==> src/rtl/io_pinmux_ctrl.sv <==
// Wishbone-programmable pad multiplexer: routes each pad to one of four functions, with a tri-state guard on every select change.
// Ports: wb_clk_i/wb_rst_i clock and reset; wbs_* Wishbone slave; func_out/func_oeb/func_in per-function pad signals (bit f*NPADS+p); io_in/io_out/io_oeb pads.
// Latency: one-cycle registered ack per access; a select change tri-states the pad for GUARD cycles before the new function drives.
module io_pinmux_ctrl #(
    parameter int   NPADS   = 38,
    parameter int   GUARD   = 4,
    parameter logic IDLE_IN = 1'b0
) (
    input  logic                 wb_clk_i,
    input  logic                 wb_rst_i,
    input  logic                 wbs_stb_i,
    input  logic                 wbs_cyc_i,
    input  logic                 wbs_we_i,
    input  logic [3:0]           wbs_sel_i,
    input  logic [31:0]          wbs_adr_i,
    input  logic [31:0]          wbs_dat_i,
    output logic                 wbs_ack_o,
    output logic [31:0]          wbs_dat_o,
    input  logic [4*NPADS-1:0]   func_out,
    input  logic [4*NPADS-1:0]   func_oeb,
    output logic [4*NPADS-1:0]   func_in,
    input  logic [NPADS-1:0]     io_in,
    output logic [NPADS-1:0]     io_out,
    output logic [NPADS-1:0]     io_oeb
);

    localparam logic [3:0] GUARD_LD = 4'(GUARD);

    logic [1:0]       act_sel_q  [NPADS];
    logic [1:0]       pend_sel_q [NPADS];
    logic [3:0]       gcnt_q     [NPADS];
    logic             lock_q;
    logic             ack_q;
    logic [31:0]      dat_q;

    logic [5:0]       word;
    logic             bus_req;
    logic             wr_en;
    logic [31:0]      rd_dat_d;
    logic [NPADS-1:0] wr_hit;
    logic [1:0]       wr_val     [NPADS];
    logic [NPADS-1:0] in_guard;
    logic             unused_adr;

    assign word       = wbs_adr_i[7:2];
    assign unused_adr = ^{wbs_adr_i[31:8], wbs_adr_i[1:0]};
    // Ack low is part of the request so a held strobe is acked every other cycle.
    assign bus_req    = wbs_stb_i & wbs_cyc_i & ~ack_q;
    assign wr_en      = bus_req & wbs_we_i;

    assign wbs_ack_o  = ack_q;
    assign wbs_dat_o  = dat_q;

    // Per-pad write decode: pad p lives in word p/16, field p%16, byte lane (p%16)/4.
    always_comb begin
        for (int p = 0; p < NPADS; p++) begin
            wr_val[p] = wbs_dat_i[2*(p%16) +: 2];
            wr_hit[p] = wr_en && !lock_q && (word == 6'(p/16)) && wbs_sel_i[(p%16)/4];
        end
    end

    always_comb begin
        rd_dat_d = '0;
        if (word < 6'd4) begin
            for (int p = 0; p < NPADS; p++) begin
                if (word == 6'(p/16)) begin
                    rd_dat_d[2*(p%16) +: 2] = pend_sel_q[p];
                end
            end
        end else if (word == 6'd14) begin
            rd_dat_d[0] = |in_guard;
        end else if (word == 6'd15) begin
            rd_dat_d[0] = lock_q;
        end
    end

    always_ff @(posedge wb_clk_i or posedge wb_rst_i) begin
        if (wb_rst_i) begin
            ack_q  <= 1'b0;
            dat_q  <= '0;
            lock_q <= 1'b0;
        end else begin
            ack_q <= bus_req;
            dat_q <= (bus_req && !wbs_we_i) ? rd_dat_d : 32'd0;
            if (wr_en && (word == 6'd15) && wbs_sel_i[0] && wbs_dat_i[0]) begin
                lock_q <= 1'b1;
            end
        end
    end

    // A write wins over a same-cycle guard expiry: it reloads the counter and
    // the committed function stays put. Rewriting the pending value while idle
    // is a no-op, but any write during a guard restarts it.
    always_ff @(posedge wb_clk_i or posedge wb_rst_i) begin
        if (wb_rst_i) begin
            for (int p = 0; p < NPADS; p++) begin
                act_sel_q[p]  <= 2'd0;
                pend_sel_q[p] <= 2'd0;
                gcnt_q[p]     <= 4'd0;
            end
        end else begin
            for (int p = 0; p < NPADS; p++) begin
                if (wr_hit[p] && ((wr_val[p] != pend_sel_q[p]) || (gcnt_q[p] != 4'd0))) begin
                    pend_sel_q[p] <= wr_val[p];
                    gcnt_q[p]     <= GUARD_LD;
                    if (GUARD == 0) begin
                        act_sel_q[p] <= wr_val[p];
                    end
                end else if (gcnt_q[p] != 4'd0) begin
                    gcnt_q[p] <= gcnt_q[p] - 4'd1;
                    if (gcnt_q[p] == 4'd1) begin
                        act_sel_q[p] <= pend_sel_q[p];
                    end
                end
            end
        end
    end

    for (genvar p = 0; p < NPADS; p++) begin : g_pad
        logic [3:0] fo;
        logic [3:0] fe;

        assign in_guard[p] = (gcnt_q[p] != 4'd0);
        assign fo = {func_out[3*NPADS+p], func_out[2*NPADS+p], func_out[NPADS+p], func_out[p]};
        assign fe = {func_oeb[3*NPADS+p], func_oeb[2*NPADS+p], func_oeb[NPADS+p], func_oeb[p]};

        assign io_out[p] = in_guard[p] ? 1'b0 : fo[act_sel_q[p]];
        assign io_oeb[p] = in_guard[p] | fe[act_sel_q[p]];

        for (genvar f = 0; f < 4; f++) begin : g_fin
            assign func_in[f*NPADS+p] = (!in_guard[p] && (act_sel_q[p] == 2'(f))) ? io_in[p] : IDLE_IN;
        end
    end

endmodule

==> config.mk <==
export PLATFORM = sky130hd
export DESIGN_NAME = io_pinmux_ctrl
export DESIGN_NICKNAME = d
export VERILOG_FILES = /design/src/rtl/io_pinmux_ctrl.sv
export SDC_FILE = /design/constraint.sdc
export NUM_CORES = 1
export LEC_CHECK = 0
export BUFFER_PORTS_ARGS = -buffer_cell sky130_fd_sc_hd__buf_2
export CELL_PAD_IN_SITES_DETAIL_PLACEMENT = 2
export CELL_PAD_IN_SITES_GLOBAL_PLACEMENT = 2
export CORE_AREA = 2 2 260 262
export CTS_BUF_LIST = sky130_fd_sc_hd__clkbuf_2
export CTS_CLUSTER_SIZE = 28
export DETAILED_ROUTE_END_ITERATION = 6
export DIE_AREA = 0 0 262 264
export GPL_TIMING_DRIVEN = 0
export PLACE_DENSITY = 0.8
export SYNTH_ARGS = -nofsm -noshare
export SYNTH_HDL_FRONTEND = slang
export SYNTH_SLANG_ARGS = --single-unit
==> constraint.sdc <==
create_clock -name wb_clk_i -period 25.7 [get_ports wb_clk_i]
set_input_delay 1.285 -clock wb_clk_i [delete_from_list [all_inputs] [get_ports wb_clk_i]]
set_output_delay 1.285 -clock wb_clk_i [all_outputs]
set_load 0.02 [all_outputs]
==> results.json <==
{
  "run_status": "finished clean",
  "cts_setup_buffers": 0,
  "timing.rr.start": "wbs_ack_o",
  "netlist_top_cells_area": "sky130_fd_sc_hd__dfrtp_1 41%, sky130_fd_sc_hd__mux4_2 8.4%, sky130_fd_sc_hd__mux2_2 7.9%",
  "cts_buffer_depth": 3,
  "num-nets-final": 3222,
  "routed_via_density": 5.12,
  "hold_viol_final": 0,
  "synth_top_flop_cell": "sky130_fd_sc_hd__dfrtp_1",
  "crit-reg2reg-capture": "gcnt_q[136]",
  "synth.avg_cell_area_um2": 10.4,
  "globalRouteMet1Util_pct": 25.2,
  "synthCells": 1957,
  "vdd_drop_max_mv": 0.0276,
  "drt-pass1-iter-count": 4,
  "finalHoldWorstSlack_ps": 438,
  "hold_path_end": "pend_sel_q[7]",
  "crit_path_capture_type": "primary output",
  "syn-cell-area_um2": 20400,
  "hold_depth": 3,
  "use_met2_pct": 42.2,
  "antenna_violating_nets_post_route": 0,
  "synthArstFlopShare_pct": 100,
  "cp-start-kind": "flip-flop",
  "floorplan.io_pins": 676,
  "power-per-cell-area_nw_per_um2": 79.7,
  "power.internal_mw": 1.19,
  "drt-total-wl_mm": 78.8,
  "core.rowCount": 95,
  "hold_path.startpoint": "wbs_dat_i[5]",
  "synth.lib_cells_used.distinct": 46,
  "cp_data_arrival_time_ps": 3620,
  "area.growth.synth_to_final_pct": 26.3,
  "setup_viol_count_final": 0,
  "comb_power_share_pct": 40.6,
  "grt_setup_unrepaired": "no",
  "tightest_slew_ps": 1380,
  "area.sequential_um2": 8460,
  "grt.met3_usage_pct": 4.07,
  "via_count": 18700,
  "globalRoute.totalOverflow": 0,
  "power_frac_seq_pct": 38.4,
  "most_congested_layer_reported_by_global_routing": "met2",
  "crit_path_max_fanout": 5,
  "multiInputGateArea_um2": 11400,
  "antenna_violations_before_repair": 9,
  "yosys_warnings": 0,
  "die_area_um2": 69200,
  "chipWidth_um": 262,
  "netlist.top_cell.by_area": "sky130_fd_sc_hd__dfrtp_1",
  "clock_tree.htree_level_count": 3,
  "post-route-min-period_ps": 4900,
  "grt_util_all_layers_pct": 22.6,
  "p_sw_mw": 0.863,
  "ctsRootBufferMaster": "sky130_fd_sc_hd__clkbuf_2",
  "number_of_global_route_vias_before_repair": 21600,
  "clk_pin_slew_ps": 100,
  "initialDrtViolationCount": 673,
  "fin_tns_setup_ps": 0,
  "worst_ep_required_time_ps": 24410,
  "grt_first_pass_wirelength_mm": 122,
  "drv.max_cap_violation_count": 0,
  "drt_wl_cell_um": 21.6,
  "synthMostInstantiatedCell": "sky130_fd_sc_hd__dfrtp_1",
  "source_to_sink_clock_delay_at_the_later_pin_of_the_worst_skew_pair_ps": 1120,
  "rrSetupSlack_ps": 21840,
  "cts.repair.resized": 0,
  "final_min_period_over_clock_period_pct": 19.1,
  "drv_slew": 0,
  "placement.io_buffers": 634,
  "cts_made_buffers": 96,
  "synth-seq-cells": 338,
  "ff2ff_path_depth": 8,
  "placeableCoreArea_um2": 66600,
  "hold_path.class": "input port to flip-flop",
  "fillers": 7423,
  "synth_top_cells_by_count": "338 x sky130_fd_sc_hd__dfrtp_1, 218 x sky130_fd_sc_hd__nand2_1, 145 x sky130_fd_sc_hd__nor2_1",
  "drcViolationCount": 0,
  "initial_cell_density_of_the_core_pct": 30.7,
  "max_freq_ghz": 0.204,
  "gp_congestion": 0.914,
  "fin_worst_skew_ps": 98.4,
  "yosysSeqAreaShare_pct": 41.4,
  "proportion_of_layout_cells_with_a_drive_suffix_above_1_pct": 37.6,
  "clock_sinks": 338,
  "mappedNetlistNets": 2485,
  "timing_worst_setup_path_type": "flip-flop to primary output",
  "slew_headroom_pct": 7.72,
  "die_h_um": 264,
  "power.switching_fraction_pct": 42.0,
  "dp_hpwl_mm": 62.5,
  "synth-edff-count": 0,
  "total_leakage_power_nw": 12.9,
  "synth_top_area_share_pct": 41.4,
  "clock_power_share_pct": 21.1,
  "largest_net_degree_at_the_start_of_global_routing": 119,
  "cts_tree": "done"
}
how the worst max path moves through the flow:
stage	from	depth (start not counted)	end
detailed placement	wbs_we_i	9	gcnt_q[148]
global route	gcnt_q[104]	6	func_in[87]
floorplan	wb_rst_i	1	act_sel_q[0]
CTS	gcnt_q[4]	6	func_in[74]
global placement	wb_rst_i	2	gcnt_q[92]
finish	gcnt_q[44]	6	func_in[102]
final cells by class:
class | count | area share, %
multi-input cells | 1460 | 44.2
clock buffers | 141 | 2.74
plain buffers | 51 | 0.839
inverters | 108 | 1.60
well taps | 873 | 4.24
diodes | 3 | 0.0291
flip-flops and latches | 338 | 32.8
repair buffers | 639 | 12.7
clock inverters | 35 | 0.854
flip-flops by register name, summed over array words and instances (netlist names):
name / cells
wbs_dat_o: 32
gcnt_q: 152
pend_sel_q: 76
wbs_ack_o: 1
lock_q: 1
act_sel_q: 76
critical path: stages, from the launching register on:
cell                      delay (ps)
sky130_fd_sc_hd__dfrtp_1         440
sky130_fd_sc_hd__inv_1           120
sky130_fd_sc_hd__ha_1            210
sky130_fd_sc_hd__nor3b_1         770
sky130_fd_sc_hd__nand2_1         230
sky130_fd_sc_hd__nor3b_1         510
sky130_fd_sc_hd__buf_2           270
logic make-up after synthesis:
kind of cell    after synthesis  share of synthesized area [%]
compound gates              175                           5.32
xor+xnor                    152                           6.52
fa+ha+maj                   113                           6.92
buf+inv                     159                           3.05
flops                       338                           41.4
mux                         228                           16.7
simple gates                792                           20.1
cell usage in the layout (no fill, tap or decap), types with 33 or more instances in the layout:
cell and instances:
sky130_fd_sc_hd__xnor2_1 98, sky130_fd_sc_hd__o21ai_0 65, sky130_fd_sc_hd__nor2_1 145, sky130_fd_sc_hd__ha_1 113, sky130_fd_sc_hd__and3_1 47, sky130_fd_sc_hd__xor2_1 54
sky130_fd_sc_hd__nor3b_1 45, sky130_fd_sc_hd__mux4_2 76, sky130_fd_sc_hd__nand3_1 46, sky130_fd_sc_hd__nor3_1 115, sky130_fd_sc_hd__nand2b_1 45, sky130_fd_sc_hd__clkbuf_2 141
sky130_fd_sc_hd__mux2_2 144, sky130_fd_sc_hd__nand2_1 218, sky130_fd_sc_hd__dfrtp_1 338, sky130_fd_sc_hd__inv_1 107, sky130_fd_sc_hd__and4b_1 33, sky130_fd_sc_hd__buf_2 642
sky130_fd_sc_hd__and2_1 42
power groups by stage:
stage | combinational [mW] | clock (mW) | sequential [mW]
after floorplan | 0.586 | 0 | 0.759
after global placement | 0.757 | 0 | 0.780
after detailed placement | 0.840 | 0 | 0.796
after CTS | 0.849 | 0.456 | 0.787
after global routing | 0.947 | 0.482 | 0.808
final | 0.834 | 0.433 | 0.789
through the flow:
stage                     power, mW  setup slack, ps  util [%]  cell area, µm²  cells
after floorplan                1.35            15050         -           20400   1957
after global placement         1.54            10930      37.1           24700   3464
after detailed placement       1.64            20760      37.3           24800   3468
after CTS                      2.09            20250      38.7           25800   3645
after global routing           2.24            20570      38.7           25800   3648
final                          2.06            20800      38.7           25800   3648
per-layer routing:
layer	part of all wire, %	wire length, µm
met1	39	30400
met2	53	42100
met3	5.3	4150
met4	2.7	2120
met5	0.088	69
timing repair:
| action | CTS | global route |
|---|---|---|
| endpoints found under the hold margin | 19 | 0 |
| setup endpoints to repair | 0 | 0 |
| hold buffers | 1 | 0 |
Note: power is estimated with default switching activity, not from simulation.
